**src/rtl/payload_byte_feeder.sv**
```systemverilog
// Serializes 64-bit keep-qualified payload words into a byte stream with
// sod/eod framing, a one-hot byte decode and a saturating byte count.
//
// state | meaning
// IDLE  | waiting for the first word of a packet, s_tready high
// SOD   | one-cycle start pulse, byte counter cleared
// SHIFT | emitting kept lanes one per cycle, or waiting for the next word
// EOD   | one-cycle end pulse, pkt_len presents the byte count
module payload_byte_feeder #(
    parameter int LEN_W = 16
) (
    input  logic             clk,
    input  logic             rst,
    input  logic [63:0]      s_tdata,
    input  logic [7:0]       s_tkeep,
    input  logic             s_tlast,
    input  logic             s_tvalid,
    output logic             s_tready,
    output logic             sod,
    output logic             en,
    output logic             eod,
    output logic [7:0]       byte_out,
    output logic [255:0]     dec,
    output logic [LEN_W-1:0] pkt_len
);

    typedef enum logic [1:0] {
        IDLE  = 2'd0,
        SOD   = 2'd1,
        SHIFT = 2'd2,
        EOD   = 2'd3
    } state_t;

    state_t           state;
    state_t           state_nx;

    logic [63:0]      hold_data;
    logic [63:0]      hold_data_nx;
    logic [7:0]       hold_rem;
    logic [7:0]       hold_rem_nx;
    logic             hold_last;
    logic             hold_last_nx;
    logic [LEN_W-1:0] count;
    logic [LEN_W-1:0] count_nx;

    logic             accept;
    logic             load;
    logic             emit;
    logic [63:0]      src_data;
    logic [7:0]       src_keep;
    logic [2:0]       lane;
    logic [7:0]       lane_byte;

    logic             tready_nx;
    logic             sod_nx;
    logic             en_nx;
    logic             eod_nx;
    logic [7:0]       byte_nx;
    logic [255:0]     dec_nx;
    logic [LEN_W-1:0] len_nx;

    assign accept = s_tvalid && s_tready;

    // A word accepted mid-packet bypasses the holding register for its first
    // lane so that it is emitted on the very next cycle.
    assign load     = (state == SHIFT) && (hold_rem == 8'd0) && !hold_last && accept;
    assign src_data = load ? s_tdata : hold_data;
    assign src_keep = load ? s_tkeep : hold_rem;

    always_comb begin
        lane = 3'd0;
        for (int i = 7; i >= 0; i--) begin
            if (src_keep[i]) begin
                lane = 3'(i);
            end
        end
    end

    assign lane_byte = src_data[{lane, 3'b000} +: 8];

    always_ff @(posedge clk or posedge rst) begin
        if (rst) begin
            state     <= IDLE;
            hold_data <= '0;
            hold_rem  <= '0;
            hold_last <= 1'b0;
            count     <= '0;
            s_tready  <= 1'b0;
            sod       <= 1'b0;
            en        <= 1'b0;
            eod       <= 1'b0;
            byte_out  <= '0;
            dec       <= '0;
            pkt_len   <= '0;
        end else begin
            state     <= state_nx;
            hold_data <= hold_data_nx;
            hold_rem  <= hold_rem_nx;
            hold_last <= hold_last_nx;
            count     <= count_nx;
            s_tready  <= tready_nx;
            sod       <= sod_nx;
            en        <= en_nx;
            eod       <= eod_nx;
            byte_out  <= byte_nx;
            dec       <= dec_nx;
            pkt_len   <= len_nx;
        end
    end

    always_comb begin
        state_nx     = state;
        hold_data_nx = hold_data;
        hold_rem_nx  = hold_rem;
        hold_last_nx = hold_last;
        count_nx     = count;
        emit         = 1'b0;
        case (state)
            IDLE: begin
                if (accept) begin
                    state_nx     = SOD;
                    hold_data_nx = s_tdata;
                    hold_rem_nx  = s_tkeep;
                    hold_last_nx = s_tlast;
                    count_nx     = '0;
                end
            end
            SOD: begin
                state_nx = SHIFT;
                emit     = (hold_rem != 8'd0);
            end
            SHIFT: begin
                if (hold_rem != 8'd0) begin
                    emit = 1'b1;
                end else if (hold_last) begin
                    state_nx = EOD;
                end else if (load) begin
                    hold_data_nx = s_tdata;
                    hold_rem_nx  = s_tkeep;
                    hold_last_nx = s_tlast;
                    emit         = (s_tkeep != 8'd0);
                end
            end
            EOD: begin
                state_nx = IDLE;
            end
            default: begin
                state_nx = IDLE;
            end
        endcase
        if (emit) begin
            hold_rem_nx = src_keep & (src_keep - 8'd1);
            if (count != '1) begin
                count_nx = count + LEN_W'(1);
            end
        end
    end

    // Outputs are registered, so they are derived from the next state.
    always_comb begin
        tready_nx = 1'b0;
        sod_nx    = (state_nx == SOD);
        eod_nx    = (state_nx == EOD);
        en_nx     = emit;
        byte_nx   = byte_out;
        dec_nx    = '0;
        len_nx    = pkt_len;
        if (state_nx == IDLE) begin
            tready_nx = 1'b1;
        end else if ((state_nx == SHIFT) && (hold_rem_nx == 8'd0) && !hold_last_nx) begin
            tready_nx = 1'b1;
        end
        if (emit) begin
            byte_nx           = lane_byte;
            dec_nx[lane_byte] = 1'b1;
        end
        if (state_nx == EOD) begin
            len_nx = count_nx;
        end
    end

endmodule
```
**config.mk**
```make
export PLATFORM = sky130hd
export DESIGN_NAME = payload_byte_feeder
export DESIGN_NICKNAME = d
export VERILOG_FILES = /design/src/rtl/payload_byte_feeder.sv
export SDC_FILE = /design/constraint.sdc
export NUM_CORES = 1
export LEC_CHECK = 0
export CORE_AREA = 2 2 196 198
export CTS_CLUSTER_DIAMETER = 120
export DETAILED_ROUTE_END_ITERATION = 6
export DIE_AREA = 0 0 198 200
export DONT_BUFFER_PORTS = 1
export PLACE_DENSITY_LB_ADDON = 0.08
export SLEW_MARGIN = 20
export SYNTH_ARGS = -nofsm -noshare
export SYNTH_HDL_FRONTEND = slang
export SYNTH_SLANG_ARGS = --single-unit
export TNS_END_PERCENT = 20
```
**constraint.sdc**
```tcl
create_clock -name clk -period 17.8 [get_ports clk]
set_input_delay 2.67 -clock clk [delete_from_list [all_inputs] [get_ports clk]]
set_output_delay 2.67 -clock clk [all_outputs]
set_load 0.01 [all_outputs]
```
==> out/metrics.cfg, run 1 <==
[status]
status=complete, no violations

[clock_tree]
worstSkewPairLatency_ps=570
cts-root-buf=clkbuf_16
cts_setup_buffers=0
cts_tree=yes
cts_resized=0
path_clk_slew_ps=60
cts_buffers=41
clock-sinks=375
clockBufferDepth=3
htree_levels=2
cts_hold_buf=0

[detailed_routing]
post_drt_wl_per_cell_microns=24.7
num_vias=9573
ant_nets=0
drcViolationCount=0
wl_microns=43800
viasPerCell=5.40
dr.pass1.iters=5
drt-initial-drc-count=698

[timing]
rsz0062_at_grt=no
setup-violations-final=0
fin_crit_ps=6440
slew_viol_final=0
fin_skew_ps=26.6
final.setup.tns_ps=0
max_freq_mhz=155
period_share=0.362
hold_viol_final=0
setup_ws_ps=11360
slew-limit-headroom=0.306
worstMarginPinSlew_ps=1030

[synthesis]
synth-main-ff-cell=dfrtp_1
synth_nets=1329
ys_seq_area_frac=0.632
syn_area_sq_um=14900
ys_ff_latch=375
netlist-cell-type-count=80
syn_area_per_cell_sq_um=11.9
async_flop_share=1.00
ys_warn_count=0
syn_inst=1249
synth_edf_count=0

[global_routing]
grt_max_degree=179
antenna_found_initial=0
grtUsageTotal=0.221
grt_pass1_vias=9582
grt_pass1_wl_microns=64900
overflow=0

[pwr]
ir_drop_uv=139
total_power_w=0.00380
swShare=0.460
power_density_nw_per_um2=228
p_leak_nw=7.53
sequentialPowerShare=0.283
clock_power_share=0.241
combinationalPowerShare=0.476
p_switching_w=0.00175
intPower_w=0.00205

[place]
dp.cells=1698
finalWeightedCongestion=0.799
post-place-ws_ps=10870
portBuffers=0
dpl.hpwl_microns=30200

[die]
core_area_sq_um=37400
start_util=0.397
die_w_microns=198
core.rowCount=71
dieArea_sq_um=39600
io_pins=360
die_h_microns=200

[job]
maxCapViolCount=0

[critical_path]
startpoint_type=input port
worstPathRequired_ps=18270
crit_path_end_kind=flip-flop
cp_max_fo=15
worst_ep_arrival_time_ps=6910
rrSetupSlack_ps=12620
worstSetupPathType=input port to flip-flop

[final_layout]
drive_gt1_frac=0.182
area_delta_synth_final_pct=12.4
antenna_cells=0
fin_nets=1310
instances_no_fill=1773

[min_path]
worst_hold_path_type=flip-flop to flip-flop

[area by class of cell]
cell class              instances  area [sq um]
repair buffers                 10          87.6
multi-input cells             796          5090
inverters                       6          30.0
flip-flops and latches        375          9380
fillers                      3445         20700
clock inverters                20           300
well taps                     511           639
clock buffers                  55          1170
[critical path, cell delays in order]
cell      delay, ps
and4b_1         560
a41oi_1         370
o211ai_2        640
nand2_2         290
a311oi_1        620
and3_1          660
nand3_1         790
nor2_1          280
[layout by cell type, fill, tap and decap left out, types with 7 or more instances in the layout]
| cell | netlist | layout |
|---|---|---|
| o31ai_1 | 11 | 10 |
| clkbuf_8 | 0 | 9 |
| o221ai_1 | 9 | 9 |
| o21ai_0 | 36 | 36 |
| bufinv_16 | 0 | 7 |
| mux2_2 | 98 | 98 |
| a21oi_1 | 32 | 32 |
| nor3_1 | 51 | 49 |
| clkbuf_16 | 0 | 41 |
| clkinv_2 | 0 | 9 |
| nand3b_1 | 10 | 10 |
| nand4_1 | 8 | 8 |
| nand2_1 | 67 | 67 |
| or3_1 | 11 | 11 |
| a31oi_1 | 8 | 8 |
| dfrtp_1 | 375 | 375 |
| nor2_1 | 264 | 264 |
| nand3_1 | 33 | 32 |
| buf_4 | 2 | 9 |
| mux2i_1 | 29 | 29 |
[layer usage]
metal	wire length, microns	track usage	vias to the layer above
li1	-	-	4314
met1	17500	0.275	4847
met2	21600	0.372	347
met3	3770	0.0727	65
met4	889	0.0551	0
met5	0	0	-
[metrics by stage]
step	cell area, sq um	hold WS (ps)	util
6_report	16700	498	0.447
5_1_grt	16700	512	0.447
4_1_cts	16700	501	0.447
3_5_place_dp	15200	487	0.407
3_3_place_gp	15200	481	0.407
2_1_floorplan	14900	473	-
[cells in the mapped netlist, types with 4 or more instances]
library cell / number / area (sq um)
a41oi_1: 5 / 43.8
a41o_1: 4 / 40.0
buf_6: 8 / 90.1
o21ai_0: 36 / 180
nor3_1: 51 / 255
a21boi_0: 4 / 30.0
inv_1: 5 / 18.8
nand3_2: 5 / 50.1
mux2_2: 98 / 1100
nand4_1: 8 / 50.1
and3_1: 6 / 37.5
mux2i_1: 29 / 290
nor2_1: 264 / 991
or3_1: 11 / 68.8
ha_1: 4 / 50.1
a31oi_1: 8 / 50.1
a21oi_1: 32 / 160
o221ai_1: 9 / 78.8
nand3_4: 5 / 87.6
dfrtp_1: 375 / 9380
or4_1: 6 / 45.0
a311oi_1: 4 / 35.0
o22ai_1: 6 / 37.5
clkbuf_1: 20 / 75.1
nand2_1: 67 / 251
nor3_2: 4 / 40.0
nand3b_1: 10 / 75.1
buf_2: 38 / 190
o31ai_1: 11 / 82.6
o211ai_1: 4 / 30.0
nand3_1: 33 / 165
[sequential cells by signal, summed over array words and instances (netlist names)]
register and flops:
dec 256, hold_data 64, count 16, pkt_len 16
byte_out 8, hold_rem 8, state 2, en 1
eod 1, hold_last 1, s_tready 1, sod 1
[kinds of logic after synthesis]
kind of cell,after synthesis,share of synthesized area
AND/OR/NAND/NOR,500,0.162
flip-flops,375,0.632
AO/OA/AOI/OAI,161,0.0775
multiplexers,129,0.0969
buffers and inverters,78,0.0275
adder cells (fa/ha/maj),4,0.00337
XOR/XNOR,2,0.00118
[power groups by stage]
stage | clock [W] | combinational, W | sequential (W)
global route | 0.000978 | 0.00198 | 0.00109
floorplan | 0 | 0.00133 | 0.00105
detailed placement | 0 | 0.00182 | 0.00109
finish | 0.000918 | 0.00181 | 0.00107
CTS | 0.000939 | 0.00183 | 0.00107
global placement | 0 | 0.00182 | 0.00109
[worst paths after layout]
path                               start            end  cells past startpoint
min                        hold_data[52]  hold_data[52]                      1
min in group asynchronous            rst       dec[118]                      1
min reg2reg                hold_data[52]  hold_data[52]                      1
max                             s_tvalid        dec[32]                      8
max in group asynchronous            rst        dec[55]                      2
max reg2reg                     state[0]        dec[32]                     10
Power figures use the tool's default switching activity.
==> run 2: changes to the inputs <==
==> constraint.sdc (replaced) <==
create_clock -name clk -period 6.7 [get_ports clk]
set_input_delay 1.005 -clock clk [delete_from_list [all_inputs] [get_ports clk]]
set_output_delay 1.005 -clock clk [all_outputs]
set_load 0.01 [all_outputs]
==> run 2 against run 1 <==
- register-to-register slack got worse by 11000 ps
- total power rose to 2.7 times the previous value
- design area fell by 0.17%
- sequential share of layout area grew 0.097 points
- sequential power grew to 2.7 times the previous value
- count of clock-buffer cells in the layout up 2
- critical path type is now flip-flop to flip-flop
- largest cell class unchanged
- largest power group unchanged
==> out/metrics.cfg, run 2 (synthesis gave the netlist of run 1 again) <==
[die]
io_pins=360
dieArea_sq_um=39600
die_w_microns=198
core_area_sq_um=37400
core.rowCount=71
die_h_microns=200
start_util=0.397

[timing]
hold_viol_final=0
worstMarginPinSlew_ps=1030
final.setup.tns_ps=0
fin_skew_ps=12.4
setup-violations-final=0
slew-limit-headroom=0.311
setup_ws_ps=1300
rsz0062_at_grt=no
max_freq_mhz=185
slew_viol_final=0
period_share=0.805
fin_crit_ps=5400

[global_routing]
grtUsageTotal=0.224
grt_max_degree=182
antenna_found_initial=0
grt_pass1_vias=9433
grt_pass1_wl_microns=65300
overflow=0

[place]
dpl.hpwl_microns=30900
portBuffers=0
finalWeightedCongestion=0.828
post-place-ws_ps=1250

[final_layout]
fin_nets=1313
top_regs=dec (256), hold_data (64)
area_delta_synth_final_pct=12.3
final_cell_mix=375 x dfrtp_1, 264 x nor2_1, 98 x mux2_2, 67 x nand2_1, 49 x nor3_1
top_register=dec
finish.utilization=0.446
antenna_cells=0
nFillCells=3473
final_common_cell=dfrtp_1
largest_reg_flops=256
drive_gt1_frac=0.180

[status]
status=complete, no violations

[clock_tree]
cts_tree=yes
clock-sinks=375
worstSkewPairLatency_ps=560
cts_setup_buffers=0
cts_buffers=40
cts_hold_buf=0
cts-root-buf=clkbuf_16
clockBufferDepth=3
path_clk_slew_ps=60
cts_resized=0
htree_levels=2

[critical_path]
worstSetupPathType=flip-flop to flip-flop
startpoint_type=flip-flop
worst_ep_arrival_time_ps=5830
cp_max_fo=24
crit_path_end_kind=flip-flop
worstPathRequired_ps=7140
rr_worst_depth=9

[detailed_routing]
ant_nets=0
wl_microns=44800
post_drt_wl_per_cell_microns=25.2
drcViolationCount=0
viasPerCell=5.42
num_vias=9618
dr.pass1.iters=6
drt-initial-drc-count=751

[min_path]
worst_hold_path_type=input port to async pin

[pwr]
power_density_nw_per_um2=606
ir_drop_uv=331
p_leak_nw=7.50

[job]
maxCapViolCount=0

## run 2: cell count changes in the layout (fill, tap and decap cells not counted), sizes merged
cell      change
buf           +4
clkinv        -3
clkbuf        +2
bufinv        -2
clkinvlp      +2
inv           -3
## run 2: power by group
part           switching, W  total [W]  internal [W]
clock              0.000927    0.00236       0.00143
combinational       0.00351    0.00490       0.00140
sequential         0.000259    0.00285       0.00259
total               0.00469     0.0101       0.00542
## run 2: final timing paths
path	from	slack, ps	end
max	hold_rem[1]	1300	dec[113]
min	rst	490	dec[134]
max reg2reg	hold_rem[1]	1300	dec[113]
min reg2reg	hold_data[41]	500	hold_data[41]
max in group asynchronous	rst	4780	count[7]
min in group clk	hold_data[41]	500	hold_data[41]
## run 2: per-stage QoR
step	cells	cell area, sq um	total power (W)	hold WS, ps
6_report	1773	16700	0.0101	486
5_1_grt	1773	16700	0.0107	511
4_1_cts	1773	16700	0.0102	481
3_5_place_dp	1702	15300	0.00783	488
3_3_place_gp	1702	15300	0.00778	481
2_1_floorplan	1249	14900	0.00634	473
## run 2: routing by layer
metal	wire, microns	track usage
met1	18400	0.288
met2	21700	0.366
met3	3390	0.0608
met4	1260	0.0791
met5	0	0
## run 2: final cells by class
class | instances | area [sq um] | area share
sequential | 375 | 9380 | 0.563
multi-input combinational | 796 | 5090 | 0.305
clock buffer | 57 | 1190 | 0.0712
tap | 511 | 639 | 0.0383
clock inverter | 14 | 219 | 0.0131
timing repair buffer | 14 | 130 | 0.00780
inverter | 6 | 26.3 | 0.00158
## run 2: worst max-delay path, cell delays in order, from the launching register on
cell      delay, ps
dfrtp_1         480
nor4_4          850
nand3_2         600
buf_4           450
mux2_2          330
o2111a_1        230
a311oi_1        630
and3_1          660
nand4_2         560
nor3_1          440
==> run 3: changes to the inputs <==
==> constraint.sdc (replaced) <==
create_clock -name clk -period 4.8 [get_ports clk]
set_input_delay 0.72 -clock clk [delete_from_list [all_inputs] [get_ports clk]]
set_output_delay 0.72 -clock clk [all_outputs]
set_load 0.01 [all_outputs]
==> run 3 against run 2 <==
- count of clock-buffer cells in the layout increased by 5
- via count grew 0.87%
- clock power is 30% higher
- worst hold slack got worse by 410 ps
- non-clock buffer count grew 33
- total power grew 42%
- clock skew increased by 15 ps
- final cell count grew 1.9%
- wire length shrank 0.57%
- largest cell class unchanged
- combinational power rose by 49%
- design area increased by 1.3%
==> out/metrics.cfg, run 3 (synthesis gave the netlist of run 1 again) <==
[status]
status=complete, no violations

[final_layout]
top_register=dec
area_delta_synth_final_pct=13.7
top_regs=dec (256), hold_data (64)
drive_gt1_frac=0.200
largest_reg_flops=256
fin_nets=1346
antenna_cells=0
postLayoutCellArea_sq_um=16900
final_cell_mix=375 x dfrtp_1, 264 x nor2_1, 98 x mux2_2, 67 x nand2_1, 49 x nor3_1
final_common_cell=dfrtp_1

[timing]
hold_viol_final=0
max_freq_mhz=227
final.setup.tns_ps=0
worstMarginPinSlew_ps=913
setup-violations-final=0
slew_viol_final=0
slew-limit-headroom=0.389
setup_ws_ps=397
fin_skew_ps=27.5
period_share=0.917
fin_crit_ps=4400
rsz0062_at_grt=no

[critical_path]
worst_ep_arrival_time_ps=4870
cp-endpoint=dec[145]
crit_path_end_kind=flip-flop
worstSetupPathType=flip-flop to flip-flop
rr_worst_depth=11
cp.buffers_inverters=1
worstPathRequired_ps=5270
cp.depth=11
crit_chain=inv_1, ha_1, and4b_1, a41oi_1, o211ai_2, nand2_2, or4_1, a32o_2, and2b_4, nand3_4, nor4_2
r2r-start=state[0]
r2r-end=dec[145]
cp_max_fo=16
rrSetupSlack_ps=400
path_delay_family=simple AND/OR/NAND/NOR gates
startpoint_type=flip-flop
cp_slowest_cell=and4b_1
cp-startpoint=state[0]
critPathMaxStageDelay_ps=590

[clock_tree]
cts_hold_buf=0
clockBufferDepth=3
cts_buffers=40
cts-root-buf=clkbuf_16
cts_resized=0
path_clk_slew_ps=60
htree_levels=2
cts_setup_buffers=0
clock-sinks=375
cts_tree=yes
worstSkewPairLatency_ps=570

[detailed_routing]
drt-initial-drc-count=659
ant_nets=0
dr.pass1.iters=7
drcViolationCount=0
num_vias=9702
wl_microns=44500
viasPerCell=5.37
post_drt_wl_per_cell_microns=24.6

[pwr]
power_density_nw_per_um2=850
sequentialPowerShare=0.277
total_power_w=0.0144
ir_drop_uv=393
clock_power_share=0.213
intPower_w=0.00775
swShare=0.460
p_switching_w=0.00661
p_leak_nw=7.64
combinationalPowerShare=0.510

[global_routing]
antenna_found_initial=0
grt_pass1_wl_microns=66000
overflow=0
grtUsageTotal=0.224
grt_pass1_vias=9832
grt_max_degree=147

[min_path]
worst_hold_path_type=input port to async pin

[die]
dieArea_sq_um=39600
core_area_sq_um=37400
die_w_microns=198
start_util=0.397
die_h_microns=200
io_pins=360
core.rowCount=71

[job]
maxCapViolCount=0

[place]
finalWeightedCongestion=0.855
portBuffers=0
placed_cell_area_sq_um=15600
post-place-ws_ps=392
dpl.hpwl_microns=31200

run 3: cell count changes in the layout (fill, tap and decap cells not counted), moves of 2 or more:
cell	before	now
buf_4	12	42
clkbuf_8	8	14
bufinv_16	5	0
buf_12	2	5
clkbuf_16	42	40
run 3: worst min-delay path by stage:
stage	slack, ps	depth (start not counted)	to	start
final	80	1	dec[135]	rst
after CTS	60	1	dec[134]	rst
after floorplan	470	1	hold_data[17]	hold_data[17]
after global placement	480	1	hold_data[60]	hold_data[60]
after global routing	80	1	dec[128]	rst
after detailed placement	490	1	hold_data[53]	hold_data[53]
run 3: power by group through the flow:
stage	registers, W	logic [W]	clock network (W)
3_3_place_gp	0.00402	0.00728	0
5_1_grt	0.00403	0.00793	0.00329
6_report	0.00397	0.00732	0.00307
4_1_cts	0.00397	0.00735	0.00315
2_1_floorplan	0.00391	0.00494	0
3_5_place_dp	0.00403	0.00733	0
run 3: through the flow:
step	utilization	hold slack [ps]	cells
floorplan	-	473	1249
finish	0.451	80.7	1806
global placement	0.416	481	1735
detailed placement	0.416	487	1735
global route	0.451	81.0	1806
CTS	0.451	62.6	1806
run 3: final cells by class:
class / count / area [sq um]
clock inverters: 9 / 106
flip-flops and latches: 375 / 9380
repair buffers: 47 / 415
multi-input cells: 796 / 5090
inverters: 6 / 26.3
fillers: 3426 / 20500
clock buffers: 62 / 1220
well taps: 511 / 639
run 3: layer usage:
metal,global-route usage,up-vias,share of wire
met1,0.285,4893,0.41
met3,0.0643,67,0.076
li1,-,4380,-
met4,0.0588,0,0.023
met2,0.377,362,0.49
met5,0,-,0
